### src/rtl/multicycle_control_if.sv
// Bus between the multicycle controller and the MIPS datapath.
// The master side is the controller: it samples the instruction/status
// inputs and drives the datapath strobes and status outputs.
interface multicycle_control_if #(
  parameter int CNT_W = 16
);
  // Datapath to controller
  logic [31:0]      inst;
  logic             mem_ready;
  logic             zero;
  logic             stall;
  // Controller to datapath
  logic             pc_wr;
  logic [1:0]       pc_src;
  logic             ir_wr;
  logic             i_or_d;
  logic             mem_rd;
  logic             mem_wr;
  logic             reg_wr;
  logic             reg_dst;
  logic             mem_to_reg;
  logic             alu_src_a;
  logic [1:0]       alu_src_b;
  logic [1:0]       alu_op;
  logic             ext_op;
  logic [2:0]       state;
  logic             illegal;
  logic             timeout;
  logic [CNT_W-1:0] retired;

  modport master (
    input  inst, mem_ready, zero, stall,
    output pc_wr, pc_src, ir_wr, i_or_d, mem_rd, mem_wr, reg_wr, reg_dst,
           mem_to_reg, alu_src_a, alu_src_b, alu_op, ext_op, state,
           illegal, timeout, retired
  );

  modport slave (
    output inst, mem_ready, zero, stall,
    input  pc_wr, pc_src, ir_wr, i_or_d, mem_rd, mem_wr, reg_wr, reg_dst,
           mem_to_reg, alu_src_a, alu_src_b, alu_op, ext_op, state,
           illegal, timeout, retired
  );
endinterface

### src/rtl/multicycle_control.sv
// Multicycle MIPS control unit: sequences FETCH/DECODE/EXEC/MEM/WB,
// drives datapath strobes combinationally from state and the latched
// opcode, guards memory waits with a watchdog and traps bad opcodes.
// Optional retired-instruction counter: define CTRL_RETIRE_CNT_EN.
module multicycle_control #(
  parameter int TIMEOUT_W = 4,
  parameter int CNT_W     = 16
) (
  input logic                 clk,
  input logic                 rst_n,
  multicycle_control_if.master bus
);

  typedef enum logic [2:0] {
    S_FETCH  = 3'd0,
    S_DECODE = 3'd1,
    S_EXEC   = 3'd2,
    S_MEM    = 3'd3,
    S_WB     = 3'd4,
    S_TRAP   = 3'd5,
    S_IDLE   = 3'd6
  } state_t;

  localparam logic [5:0] OP_R    = 6'b000000;
  localparam logic [5:0] OP_ADDI = 6'b001000;
  localparam logic [5:0] OP_ANDI = 6'b001100;
  localparam logic [5:0] OP_LW   = 6'b100011;
  localparam logic [5:0] OP_SW   = 6'b101011;
  localparam logic [5:0] OP_BEQ  = 6'b000100;
  localparam logic [5:0] OP_BNE  = 6'b000101;
  localparam logic [5:0] OP_J    = 6'b000010;

  // Watchdog value seen on the last tolerated not-ready cycle
  // (the current cycle is then the (2^W-1)-th consecutive wait).
  localparam logic [TIMEOUT_W-1:0] WD_LAST = {{(TIMEOUT_W-1){1'b1}}, 1'b0};

  state_t               r_state;
  logic [5:0]           r_opcode;
  logic [TIMEOUT_W-1:0] r_wd;
  logic                 r_illegal;
  logic                 r_timeout;

  state_t               w_next;
  logic                 w_set_ill;
  logic                 w_set_to;
  logic                 w_wait;
  logic                 w_dec_legal;
  logic [5:0]           w_dec_op;
  logic                 w_unused_inst;

  assign w_dec_op      = bus.inst[31:26];
  assign w_unused_inst = ^bus.inst[25:0];
  assign w_wait        = ((r_state == S_FETCH) || (r_state == S_MEM)) && !bus.mem_ready;

  // Opcode legality check on the live IR contents during DECODE
  always_comb begin
    case (w_dec_op)
      OP_R, OP_ADDI, OP_ANDI, OP_LW, OP_SW, OP_BEQ, OP_BNE, OP_J: w_dec_legal = 1'b1;
      default:                                                    w_dec_legal = 1'b0;
    endcase
  end

  // Next-state selection, including watchdog and illegal-opcode traps
  always_comb begin
    w_next    = r_state;
    w_set_ill = 1'b0;
    w_set_to  = 1'b0;
    case (r_state)
      S_IDLE: w_next = S_FETCH;
      S_FETCH: begin
        if (bus.mem_ready) begin
          w_next = S_DECODE;
        end else if (r_wd == WD_LAST) begin
          w_next   = S_TRAP;
          w_set_to = 1'b1;
        end
      end
      S_DECODE: begin
        if (w_dec_op == OP_J) begin
          w_next = S_FETCH;
        end else if (!w_dec_legal) begin
          w_next    = S_TRAP;
          w_set_ill = 1'b1;
        end else begin
          w_next = S_EXEC;
        end
      end
      S_EXEC: begin
        case (r_opcode)
          OP_LW, OP_SW:   w_next = S_MEM;
          OP_BEQ, OP_BNE: w_next = S_FETCH;
          default:        w_next = S_WB;
        endcase
      end
      S_MEM: begin
        if (bus.mem_ready) begin
          w_next = (r_opcode == OP_LW) ? S_WB : S_FETCH;
        end else if (r_wd == WD_LAST) begin
          w_next   = S_TRAP;
          w_set_to = 1'b1;
        end
      end
      S_WB:    w_next = S_FETCH;
      S_TRAP:  w_next = S_TRAP;
      default: w_next = S_IDLE;
    endcase
  end

  // State, opcode latch, watchdog and sticky flags; everything holds on stall
  always_ff @(posedge clk or negedge rst_n) begin
    if (!rst_n) begin
      r_state   <= S_IDLE;
      r_opcode  <= 6'd0;
      r_wd      <= '0;
      r_illegal <= 1'b0;
      r_timeout <= 1'b0;
    end else if (!bus.stall) begin
      r_state <= w_next;
      if (r_state == S_DECODE) r_opcode <= bus.inst[31:26];
      // Only consecutive waits in the same state count
      if (w_wait && (w_next == r_state)) r_wd <= r_wd + {{(TIMEOUT_W-1){1'b0}}, 1'b1};
      else                               r_wd <= '0;
      if (w_set_ill) r_illegal <= 1'b1;
      if (w_set_to)  r_timeout <= 1'b1;
    end
  end

`ifdef CTRL_RETIRE_CNT_EN
  logic [CNT_W-1:0] r_retired;
  logic             w_retire;

  // An instruction retires whenever control returns to FETCH from a real stage
  assign w_retire = !bus.stall && (w_next == S_FETCH) &&
                    (r_state != S_IDLE) && (r_state != S_FETCH);

  // Retired-instruction counter, wraps naturally
  always_ff @(posedge clk or negedge rst_n) begin
    if (!rst_n)        r_retired <= '0;
    else if (w_retire) r_retired <= r_retired + {{(CNT_W-1){1'b0}}, 1'b1};
  end

  assign bus.retired = r_retired;
`else
  localparam int unused_cnt_w = CNT_W;
  assign bus.retired = '0;
`endif

  assign bus.state   = r_state;
  assign bus.illegal = r_illegal;
  assign bus.timeout = r_timeout;

  // Datapath strobes from state/opcode; stall suppresses every write/request
  always_comb begin
    bus.pc_wr      = 1'b0;
    bus.pc_src     = 2'b00;
    bus.ir_wr      = 1'b0;
    bus.i_or_d     = 1'b0;
    bus.mem_rd     = 1'b0;
    bus.mem_wr     = 1'b0;
    bus.reg_wr     = 1'b0;
    bus.reg_dst    = 1'b0;
    bus.mem_to_reg = 1'b0;
    bus.alu_src_a  = 1'b0;
    bus.alu_src_b  = 2'b00;
    bus.alu_op     = 2'b00;
    bus.ext_op     = 1'b1;
    case (r_state)
      S_IDLE: bus.ext_op = 1'b0;
      S_FETCH: begin
        bus.mem_rd    = 1'b1;
        bus.alu_src_b = 2'b01;
        if (bus.mem_ready) begin
          bus.ir_wr = 1'b1;
          bus.pc_wr = 1'b1;
        end
      end
      S_DECODE: begin
        bus.alu_src_b = 2'b11;
        if (w_dec_op == OP_J) begin
          bus.pc_wr  = 1'b1;
          bus.pc_src = 2'b10;
        end
      end
      S_EXEC: begin
        bus.alu_src_a = 1'b1;
        case (r_opcode)
          OP_R: bus.alu_op = 2'b10;
          OP_ANDI: begin
            bus.alu_src_b = 2'b10;
            bus.alu_op    = 2'b11;
            bus.ext_op    = 1'b0;
          end
          OP_BEQ: begin
            bus.alu_op = 2'b01;
            bus.pc_src = 2'b01;
            bus.pc_wr  = bus.zero;
          end
          OP_BNE: begin
            bus.alu_op = 2'b01;
            bus.pc_src = 2'b01;
            bus.pc_wr  = ~bus.zero;
          end
          default: bus.alu_src_b = 2'b10;
        endcase
      end
      S_MEM: begin
        bus.i_or_d = 1'b1;
        bus.mem_rd = (r_opcode == OP_LW);
        bus.mem_wr = (r_opcode == OP_SW);
      end
      S_WB: begin
        bus.reg_wr     = 1'b1;
        bus.reg_dst    = (r_opcode == OP_R);
        bus.mem_to_reg = (r_opcode == OP_LW);
      end
      default: ;
    endcase
    if (bus.stall) begin
      bus.pc_wr  = 1'b0;
      bus.ir_wr  = 1'b0;
      bus.mem_rd = 1'b0;
      bus.mem_wr = 1'b0;
      bus.reg_wr = 1'b0;
    end
  end

endmodule

### src/flat_wrapper.sv
// flat-port wrapper written by rule: the top's interface ports become plain ports
module multicycle_control_flat 
#(
  parameter int TIMEOUT_W = 4,
  parameter int CNT_W     = 16
)
  (clk, rst_n, bus_inst, bus_mem_ready, bus_zero, bus_stall, bus_pc_wr, bus_pc_src, bus_ir_wr, bus_i_or_d, bus_mem_rd, bus_mem_wr, bus_reg_wr, bus_reg_dst, bus_mem_to_reg, bus_alu_src_a, bus_alu_src_b, bus_alu_op, bus_ext_op, bus_state, bus_illegal, bus_timeout, bus_retired);
  multicycle_control_if #(.CNT_W(CNT_W)) bus_i ();
  input logic clk;
  input logic rst_n;
  input wire logic [$bits(bus_i.inst)-1:0] bus_inst;
  input wire logic [$bits(bus_i.mem_ready)-1:0] bus_mem_ready;
  input wire logic [$bits(bus_i.zero)-1:0] bus_zero;
  input wire logic [$bits(bus_i.stall)-1:0] bus_stall;
  output wire logic [$bits(bus_i.pc_wr)-1:0] bus_pc_wr;
  output wire logic [$bits(bus_i.pc_src)-1:0] bus_pc_src;
  output wire logic [$bits(bus_i.ir_wr)-1:0] bus_ir_wr;
  output wire logic [$bits(bus_i.i_or_d)-1:0] bus_i_or_d;
  output wire logic [$bits(bus_i.mem_rd)-1:0] bus_mem_rd;
  output wire logic [$bits(bus_i.mem_wr)-1:0] bus_mem_wr;
  output wire logic [$bits(bus_i.reg_wr)-1:0] bus_reg_wr;
  output wire logic [$bits(bus_i.reg_dst)-1:0] bus_reg_dst;
  output wire logic [$bits(bus_i.mem_to_reg)-1:0] bus_mem_to_reg;
  output wire logic [$bits(bus_i.alu_src_a)-1:0] bus_alu_src_a;
  output wire logic [$bits(bus_i.alu_src_b)-1:0] bus_alu_src_b;
  output wire logic [$bits(bus_i.alu_op)-1:0] bus_alu_op;
  output wire logic [$bits(bus_i.ext_op)-1:0] bus_ext_op;
  output wire logic [$bits(bus_i.state)-1:0] bus_state;
  output wire logic [$bits(bus_i.illegal)-1:0] bus_illegal;
  output wire logic [$bits(bus_i.timeout)-1:0] bus_timeout;
  output wire logic [$bits(bus_i.retired)-1:0] bus_retired;
  assign bus_i.inst = bus_inst;
  assign bus_i.mem_ready = bus_mem_ready;
  assign bus_i.zero = bus_zero;
  assign bus_i.stall = bus_stall;
  assign bus_pc_wr = bus_i.pc_wr;
  assign bus_pc_src = bus_i.pc_src;
  assign bus_ir_wr = bus_i.ir_wr;
  assign bus_i_or_d = bus_i.i_or_d;
  assign bus_mem_rd = bus_i.mem_rd;
  assign bus_mem_wr = bus_i.mem_wr;
  assign bus_reg_wr = bus_i.reg_wr;
  assign bus_reg_dst = bus_i.reg_dst;
  assign bus_mem_to_reg = bus_i.mem_to_reg;
  assign bus_alu_src_a = bus_i.alu_src_a;
  assign bus_alu_src_b = bus_i.alu_src_b;
  assign bus_alu_op = bus_i.alu_op;
  assign bus_ext_op = bus_i.ext_op;
  assign bus_state = bus_i.state;
  assign bus_illegal = bus_i.illegal;
  assign bus_timeout = bus_i.timeout;
  assign bus_retired = bus_i.retired;
  multicycle_control #(.TIMEOUT_W(TIMEOUT_W), .CNT_W(CNT_W)) u_core (.clk(clk), .rst_n(rst_n), .bus(bus_i));
endmodule
### config.mk
export PLATFORM = sky130hd
export DESIGN_NAME = multicycle_control_flat
export DESIGN_NICKNAME = d
export VERILOG_FILES = /design/src/rtl/multicycle_control_if.sv /design/src/rtl/multicycle_control.sv /design/src/flat_wrapper.sv
export SDC_FILE = /design/constraint.sdc
export NUM_CORES = 1
export LEC_CHECK = 0
export ABC_AREA = 1
export CORE_MARGIN = 2
export CORE_UTILIZATION = 36
export CTS_CLUSTER_DIAMETER = 100
export DETAILED_ROUTE_END_ITERATION = 8
export PLACE_DENSITY = 0.78
export SYNTH_ARGS = -nofsm -noshare
export SYNTH_HDL_FRONTEND = slang
export SYNTH_SLANG_ARGS = --single-unit
### constraint.sdc
create_clock -name clk -period 1.55 [get_ports clk]
set_input_delay 0.31 -clock clk [delete_from_list [all_inputs] [get_ports clk]]
set_output_delay 0.31 -clock clk [all_outputs]
set_load 0.02 [all_outputs]
Yosys cells after proc, flatten, opt, wreduce, memory -nomap -nowiden --
Cells that the tools add are included.
Operators by class: add/sub/neg operators 1, eq/ne operators 20, muxes and demuxes 42, bitwise logic cells 2, reduce and logical (&&, ||, !) cells 16
Operators with widths (number):
- $eq A6 B3 Y1 const B | 4
- $eq A6 B6 Y1 const B | 4
- $mux W1 | 23
- $eq A6 B4 Y1 const B | 3
- $mux W3 | 6
- $pmux W3 S6 | 1
- $logic_not A6 Y1 | 2
- $pmux W2 S3 | 2
- $eq A3 B3 Y1 const B | 3
- $reduce_or A2 Y1 | 4
- $reduce_or A8 Y1 | 1
- $eq A3 B2 Y1 const B | 2
- $eq A6 B2 Y1 const B | 1
- $mux W2 | 3
- $pmux W1 S2 | 3
- $pmux W3 S2 | 1
- $reduce_and A2 Y1 | 3
- $add A4 B1 Y4 const B | 1
- $eq A4 B4 Y1 const B | 1
- $mux W4 | 1
- $pmux W2 S2 | 1
- $eq A3 B1 Y1 const B | 1
- $eq A3 B3 Y1 | 1
- $logic_not A3 Y1 | 1
- other kinds (6) | 8
Storage, ports and cells: flip-flop bits (word level) 15, logic and storage cells 86

Longest topological paths before layout --
Gate-level depths: netlist of run 1.
depth after elaboration 9, mapped depth 10

Least setup slack after synthesis of run 1 --
No wires, ideal clock.
path type flip-flop to output port, start point reg u_core.r_state[1], in the netlist u_core.bus.state[1], end point out bus_mem_wr, data arrival time 1.736 ns, slack -0.496 ns, stages on the path, launching flop included 5, path buffers 0, cell sequence dfstp_2 > nand2_1 > nor2_2 > inv_2 > nor4_1
On the way: word-level cells in the longest chain between the ends 3
Ends and longest elaborated chain:
- from (decl) | line multicycle_control.sv:37 | state_t r_state;
- from (signal assigned) | line multicycle_control.sv:118 | r_state <= w_next;
- $eq A3 B2 Y1 | line multicycle_control.sv:167 | case (r_state)
- $mux W1 | line multicycle_control.sv:167
- $mux W1 | line multicycle_control.sv:218 | if (bus.stall) begin
- to (decl) | line flat_wrapper.sv:20 | output wire logic [$bits(bus_i.mem_wr)-1:0] bus_mem_wr;
Every way passes these cells.

Final worst setup path of run 1 --
start point reg u_core.r_state[1], in the netlist u_core.bus.state[1], end point out bus_mem_rd
On the way: word-level cells in the longest chain between the ends 3
Ends and longest elaborated chain:
- $eq A3 B2 Y1 or $logic_not A3 Y1 (tied branches) | line multicycle_control.sv:167
- $pmux W1 S2 (*) | line multicycle_control.sv:167
- $mux W1 (*) | line multicycle_control.sv:218
- to (decl) | line flat_wrapper.sv:19 | output wire logic [$bits(bus_i.mem_rd)-1:0] bus_mem_rd;
Mark *: on every way between the ends. The rest lies on a longest branch, timed or not.

==> results of run 1 <==
## metrics by stage
stage	util	setup TNS, ns	hold WS, ns	total power, mW
3_5_place_dp	0.601	-9.95	0.468	2.06
2_1_floorplan	-	-0.374	0.0144	1.37
3_3_place_gp	0.601	-9.11	0.467	2.02
5_1_grt	0.714	-5.68	0.354	2.99
6_report	0.714	-3.99	0.339	2.80
4_1_cts	0.664	-3.56	0.340	2.48
## routing by layer
layer / up-vias / routed length [um]
li1: 690 / -
met1: 672 / 1490
met2: 73 / 2080
met3: 14 / 269
met4: 0 / 119
met5: - / 0
## worst reg2reg max path: stages (launching register included)
cell,delay [ns]
dfstp_2,0.60
buf_4,0.13
buf_4,0.11
buf_4,0.12
nor2_1,0.04
nor2_1,0.11
nand3_1,0.12
nand2_2,0.10
nand3_4,0.11
a21oi_2,0.16
## worst paths after layout
path / startpoint / to / slack [ns] / cells past startpoint
max: u_core.bus.state[1] / bus_mem_rd / -0.30 / 7
min: rst_n / u_core.bus.state[0] / 0.34 / 2
max reg2reg: u_core.bus.state[1] / u_core.r_wd[2] / -0.11 / 9
min reg2reg: u_core.bus.timeout / u_core.bus.timeout / 0.49 / 1
max in group asynchronous: rst_n / u_core.bus.state[2] / 0.96 / 2
min in group clk: bus_inst[30] / u_core.r_opcode[4] / 0.47 / 3
## kinds of logic after synthesis
family / synth area share
other cells: 0.00324
fa+ha+maj: 0.0216
mux: 0.0195
xor+xnor: 0.0227
flops: 0.327
compound gates: 0.117
buf+inv: 0.188
simple gates: 0.301
## sequential cells by signal (all words and copies together) (netlist names)
signal	flops
u_core.r_opcode	6
u_core.r_wd	4
u_core.bus.state	3
u_core.bus.illegal	1
u_core.bus.timeout	1
## cell type report
| type | count | area, sq um |
|---|---|---|
| fill | 231 | 873 |
| multi-input combinational | 124 | 863 |
| timing repair buffer | 91 | 758 |
| sequential | 15 | 379 |
| inverter | 24 | 97.6 |
| tap | 44 | 55.1 |
| clock buffer | 4 | 26.3 |
## placed cells by master (no fill, tap or decap), types with 3 or more instances in the layout
master	n
dfrtp_1	12
nand2_1	20
nor2_2	5
buf_2	3
dlygate4sd2_1	6
nand3_2	6
nand2_2	11
nand2_4	3
o21ai_2	3
inv_2	9
nand4_1	3
buf_6	15
a21oi_2	3
clkbuf_4	3
o21ai_0	6
inv_1	12
buf_4	58
nor2_4	6
inv_4	3
o21ai_1	4
nor2_1	10
nand3_1	5
conb_1	16
clkdlybuf4s50_1	7
## where the power goes
group          switching, mW  internal [mW]  leakage [nW]
Combinational           1.03          0.898         0.877
Sequential             0.127          0.519         0.184
Clock                  0.125         0.0998        0.0150
## repair_timing
item                       CTS  global route
gates resized for setup    124            37
setup endpoints to repair   25            25
setup buffers               11             6
pin swaps                   13             9
==> out/results.ini, run 1 <==
[outcome]
violations = setup timing
status = finished with violations

[job]
drv_cap = 0

[cts]
cts_made_buffers = 3
clock_latency_ns = 0.28
root_buffer = clkbuf_4
cts_buffer_depth = 2
clkTransAtPathRegs_ns = 0.09
cts.htree.levels = 1
cts_sinks = 15
holdBufCountCts = 0
cts_tree = done

[worst_setup_path]
arrival_ns = 1.54
cp_cell_sequence = nand2_2 -> nor2_4 -> inv_2 -> nand2_2 -> inv_2 -> a211oi_4 -> buf_6
cp_top_family = flip-flops
worstSetupPathType = flip-flop to primary output
endpoint_kind = primary output
crit_fanout = 5
cp.buffers_inverters = 3
required_ns = 1.24
worst_setup_path_start_kind = flip-flop
crit_slowest_cell = dfstp_2
critPathMaxStageDelay_ns = 0.60

[die]
start_util = 0.379
die_w_um = 60.7
die_area_sq_um = 3680
std_cell_rows = 20
die_y_um = 60.7
core_area_sq_um = 3050
ios = 74

[global_routing]
overflow = 0
grt_pass1_wl_um = 5840
antenna_found_initial = 0
grt.busiest_layer = met2
grt_util_met3 = 0.0256
grtUsageMet2 = 0.372
use_met1 = 0.265
grt_max_degree = 16
grt_pass1_vias = 1344
globalRouteTotalUtil = 0.209

[cells_and_area]
drive_gt1_frac = 0.562
stdcell_area_sq_um = 2180
finalNetCount = 298
stdcell_count = 302
area_growth_pct = 88.5
diodes = 0

[pwr]
ir_drop_mv = 0.583
power_density_nw_per_um2 = 1280
leakagePower_nw = 1.08

[logic_synthesis]
yosysSeqAreaShare = 0.327
syn-cell-area_sq_um = 1160
synth.avg_cell_area_sq_um = 6.96
ys_warn_count = 0
post-synth-top-count-cell = nand2_1
synth_area_leader_cell = dfrtp_1
synth_top_area_frac = 0.281
synth_edf_count = 0
synth_cells = 166
synth.distinct_cells = 29
synthTopCellsByArea = dfrtp_1 28%, buf_4 10%, nand2_1 10%, inv_1 6.2%, nor2_1 6.2%
ys.flop_type = dfrtp_1
async_flop_share = 1.00
ys_ff_latch = 15
synth_commonest_cells = 32 x nand2_1, 19 x inv_1, 19 x nor2_1

[sta]
hold_viol_final = 0
fin_crit_ns = 1.85
rsz0062_at_grt = true
fin_skew_ns = 0.00524
max_freq_ghz = 0.542
final.period_utilization = 1.19
maxSlewViolCount = 0
finalSetupViolCount = 22
setup_ws_ns = -0.296

[placed_design]
dp.cells = 281
portBuffers = 31
hpwlAfterDp_um = 2550
gp_congestion = 0.792
placed_area_sq_um = 1830
place_ws_ns = -0.860

[route]
drtIter0Drc = 67
wl_per_cell_um = 13.1
vias_per_cell = 4.80
drc_errors = 0
routed-via-count = 1449
firstDrtPassIters = 4
routed_wirelength_um = 3960
ant_nets = 0

[hold_path]
hold_class = primary input to async pin

Power figures use the tool's default switching activity.
==> run 2, diff against run 1 <==
- ABC_AREA: 1 -> 0
- CORE_UTILIZATION: 36 -> 37
- PLACE_DENSITY: 0.78 -> 0.79
==> run 2 against run 1 <==
The run still ends with setup timing left. Sequential power up 2%. Flip-flop and latch count unchanged. Register-to-register slack worse by 0.14 ns. Critical path depth down 2. Via count down 6.0%. First-iteration DRC count up 3.0%. Largest cell class unchanged. Highest routed layer unchanged.
==> out/results.ini, run 2 <==
[cells_and_area]
multi_input_area_sq_um = 923  ; was 863 sq um
stdcell_count = 262  ; was 302
regArea_sq_um = 379  ; unchanged
layout_common_cells = 48 x buf_4, 23 x buf_6, 16 x conb_1, 12 x dfrtp_1, 6 x mux2_4  ; was 58 x buf_4, 20 x nand2_1, 16 x conb_1, 15 x buf_6
finish.utilization = 0.723  ; was 0.714
finalNetCount = 258  ; was 298
drive_gt1_frac = 0.596  ; was 0.562
regMostFlops = u_core.r_opcode  ; unchanged
mostFrequentLayoutCell = buf_4  ; unchanged
diodes = 0  ; unchanged
stdcell_area_sq_um = 2190  ; was 2180 sq um
largest_reg_flops = 6  ; unchanged
area_growth_pct = 87.1  ; was 88.5%
fill_cells = 199  ; was 231

[die]
std_cell_rows = 20  ; unchanged
start_util = 0.386  ; was 0.379
ios = 74  ; unchanged
die_w_um = 60.2  ; was 60.7 um
die_y_um = 60.2  ; was 60.7 um
die_area_sq_um = 3630  ; was 3680 sq um
core_area_sq_um = 3030  ; was 3050 sq um

[sta]
tns_ns = -7.44  ; was -3.99 ns
holdWs_ns = 0.293  ; was 0.339 ns
rsz0062_at_grt = true  ; unchanged
max_freq_ghz = 0.463  ; was 0.542 GHz
fin_skew_ns = 0.0141  ; was 0.00524 ns
final.period_utilization = 1.39  ; was 1.19
setup_ws_ns = -0.612  ; was -0.296 ns
fin_crit_ns = 2.16  ; was 1.85 ns
hold_viol_final = 0  ; unchanged
maxSlewViolCount = 0  ; unchanged
finalSetupViolCount = 30  ; was 22

[worst_setup_path]
cp_top_family = simple AND/OR/NAND/NOR gates  ; was flip-flops
arrival_ns = 1.85  ; was 1.54 ns
cp_cell_sequence = or4_4 -> or3_4 -> nand3_2 -> a21oi_2 -> buf_6  ; was nand2_2 -> nor2_4 -> inv_2 -> nand2_2 -> inv_2 -> a211oi_4 -> buf_6
crit_slowest_cell = or4_4  ; was dfstp_2
cp.buffers_inverters = 1  ; was 3
crit_fanout = 2  ; was 5
crit_cells = 5  ; was 7
worst_setup_path_start_kind = flip-flop  ; unchanged
critPathMaxStageDelay_ns = 0.53  ; was 0.60 ns
endpoint_kind = primary output  ; unchanged
required_ns = 1.24  ; about the same
reg2reg_slack_ns = -0.25  ; was -0.11 ns
r2r_cells = 9  ; unchanged
worstSetupPathType = flip-flop to primary output  ; unchanged

[route]
drc_errors = 0  ; unchanged
routed_wirelength_um = 4160  ; was 3960 um
wl_per_cell_um = 15.9  ; was 13.1 um
vias_per_cell = 5.20  ; was 4.80
firstDrtPassIters = 4  ; unchanged
routed-via-count = 1362  ; was 1449
ant_nets = 0  ; unchanged
drtIter0Drc = 69  ; was 67

[logic_synthesis]
post-synth-top-count-cell = buf_4  ; was nand2_1
ys_warn_count = 0  ; unchanged
ys_ff_latch = 15  ; unchanged
synth_top_area_frac = 0.278  ; was 0.281
yosysSeqAreaShare = 0.323  ; was 0.327
async_flop_share = 1.00  ; unchanged
synth_commonest_cells = 16 x buf_4, 13 x dfrtp_1, 11 x nor2_1  ; was 32 x nand2_1, 19 x inv_1, 19 x nor2_1
synth_edf_count = 0  ; unchanged
synthTopCellsByArea = dfrtp_1 28%, buf_4 10%, mux2_1 5.8%, dfstp_2 4.5%, nor2_1 3.5%  ; was dfrtp_1 28%, buf_4 10%, nand2_1 10%, inv_1 6.2%, nor2_1 6.2%
synth.avg_cell_area_sq_um = 8.80  ; was 6.96 sq um
ys.flop_type = dfrtp_1  ; unchanged
synth.distinct_cells = 48  ; was 29
synth_cells = 133  ; was 166
synth_area_leader_cell = dfrtp_1  ; unchanged
syn-cell-area_sq_um = 1170  ; was 1160 sq um

[outcome]
status = finished with violations  ; unchanged
violations = setup timing  ; unchanged

[global_routing]
grt_max_degree = 14  ; was 16
grt_pass1_vias = 1354  ; was 1344
globalRouteTotalUtil = 0.243  ; was 0.209
antenna_found_initial = 0  ; unchanged
grt_pass1_wl_um = 6470  ; was 5840 um
overflow = 0  ; unchanged

[placed_design]
portBuffers = 31  ; unchanged
hpwlAfterDp_um = 2720  ; was 2550 um
dp.cells = 238  ; was 281
gp_congestion = 0.879  ; was 0.792
place_ws_ns = -1.08  ; was -0.860 ns
placed_area_sq_um = 1810  ; was 1830 sq um

[pwr]
switching_share = 0.432  ; was 0.458
p_sw_mw = 1.32  ; was 1.28 mW
seqPwrFrac = 0.215  ; was 0.231
power.total_mw = 3.05  ; was 2.80 mW
combPwrFrac = 0.710  ; was 0.689
p_int_mw = 1.73  ; was 1.52 mW
clkPwrFrac = 0.075  ; was 0.080
power_density_nw_per_um2 = 1390  ; was 1280 nW/um^2
ir_drop_mv = 0.722  ; was 0.583 mV
leakagePower_nw = 0.987  ; was 1.08 nW

[cts]
cts_sinks = 15  ; unchanged
cts_tree = done  ; unchanged
cts.htree.levels = 1  ; unchanged
clock_latency_ns = 0.29  ; was 0.28 ns
cts_made_buffers = 3  ; unchanged
clkTransAtPathRegs_ns = 0.09  ; about the same
holdBufCountCts = 0  ; unchanged
cts_buffer_depth = 2  ; unchanged
root_buffer = clkbuf_4  ; unchanged

[job]
drv_cap = 0  ; unchanged

[hold_path]
hold_class = primary input to async pin  ; unchanged

[run 2: cell types whose count changed after synthesis, sizes merged, moves of 4 or more]
cell,change
inv,-20
mux2,+5
nand2,-28
nand2b,+4
nand3,-10
nor2,-10
nor2b,+4
nor4,+5
o21ai,-5
[run 2: final timing paths]
| path | start | to |
|---|---|---|
| min reg2reg | u_core.bus.illegal | u_core.bus.illegal |
| min | rst_n | u_core.r_wd[0] |
| min in group clk | bus_inst[30] | u_core.r_opcode[4] |
| max reg2reg | u_core.r_opcode[1] | u_core.bus.state[2] |
| max | u_core.r_opcode[1] | bus_alu_src_b[1] |
| max in group asynchronous | rst_n | u_core.r_opcode[5] |
[run 2: layer usage]
layer / vias to the layer above / track usage / share of wire
met4: 0 / 0.130 / 0.029
met3: 12 / 0.0433 / 0.060
met1: 662 / 0.290 / 0.39
li1: 624 / - / -
met2: 64 / 0.411 / 0.52
met5: - / 0 / 0
[run 2: power groups by stage]
stage                     sequential [mW]  combinational (mW)  clock, mW
after floorplan                     0.681               0.852          0
after global placement              0.624                1.52          0
after detailed placement            0.638                1.57          0
after CTS                           0.637                1.95      0.225
after global routing                0.668                2.29      0.244
final                               0.656                2.17      0.228
[run 2: area by class of cell]
cell class,count,share of cell area
multi-input cells,107,0.422
well taps,44,0.0252
clock buffers,4,0.0120
repair buffers,88,0.358
flip-flops and latches,15,0.173
inverters,4,0.00915
[run 2: kinds of logic after synthesis]
group | count (synthesis) | synth area share
DFF | 15 | 0.323
and+or+nand+nor | 52 | 0.267
other | 1 | 0.00321
muxes | 7 | 0.0674
AOI/OAI and AO/OA | 28 | 0.166
xor gates and xnor gates | 2 | 0.0150
adders and majority gates | 2 | 0.0214
buffers and inverters | 26 | 0.137
[run 2: timing repair]
item | in CTS | in global routing
cloned | 1 | 0
setup endpoints to repair | 35 | 34
endpoints found under the hold margin | 0 | 0
pin swaps | 23 | 9
setup buffers | 14 | 5
resized for setup | 149 | 28
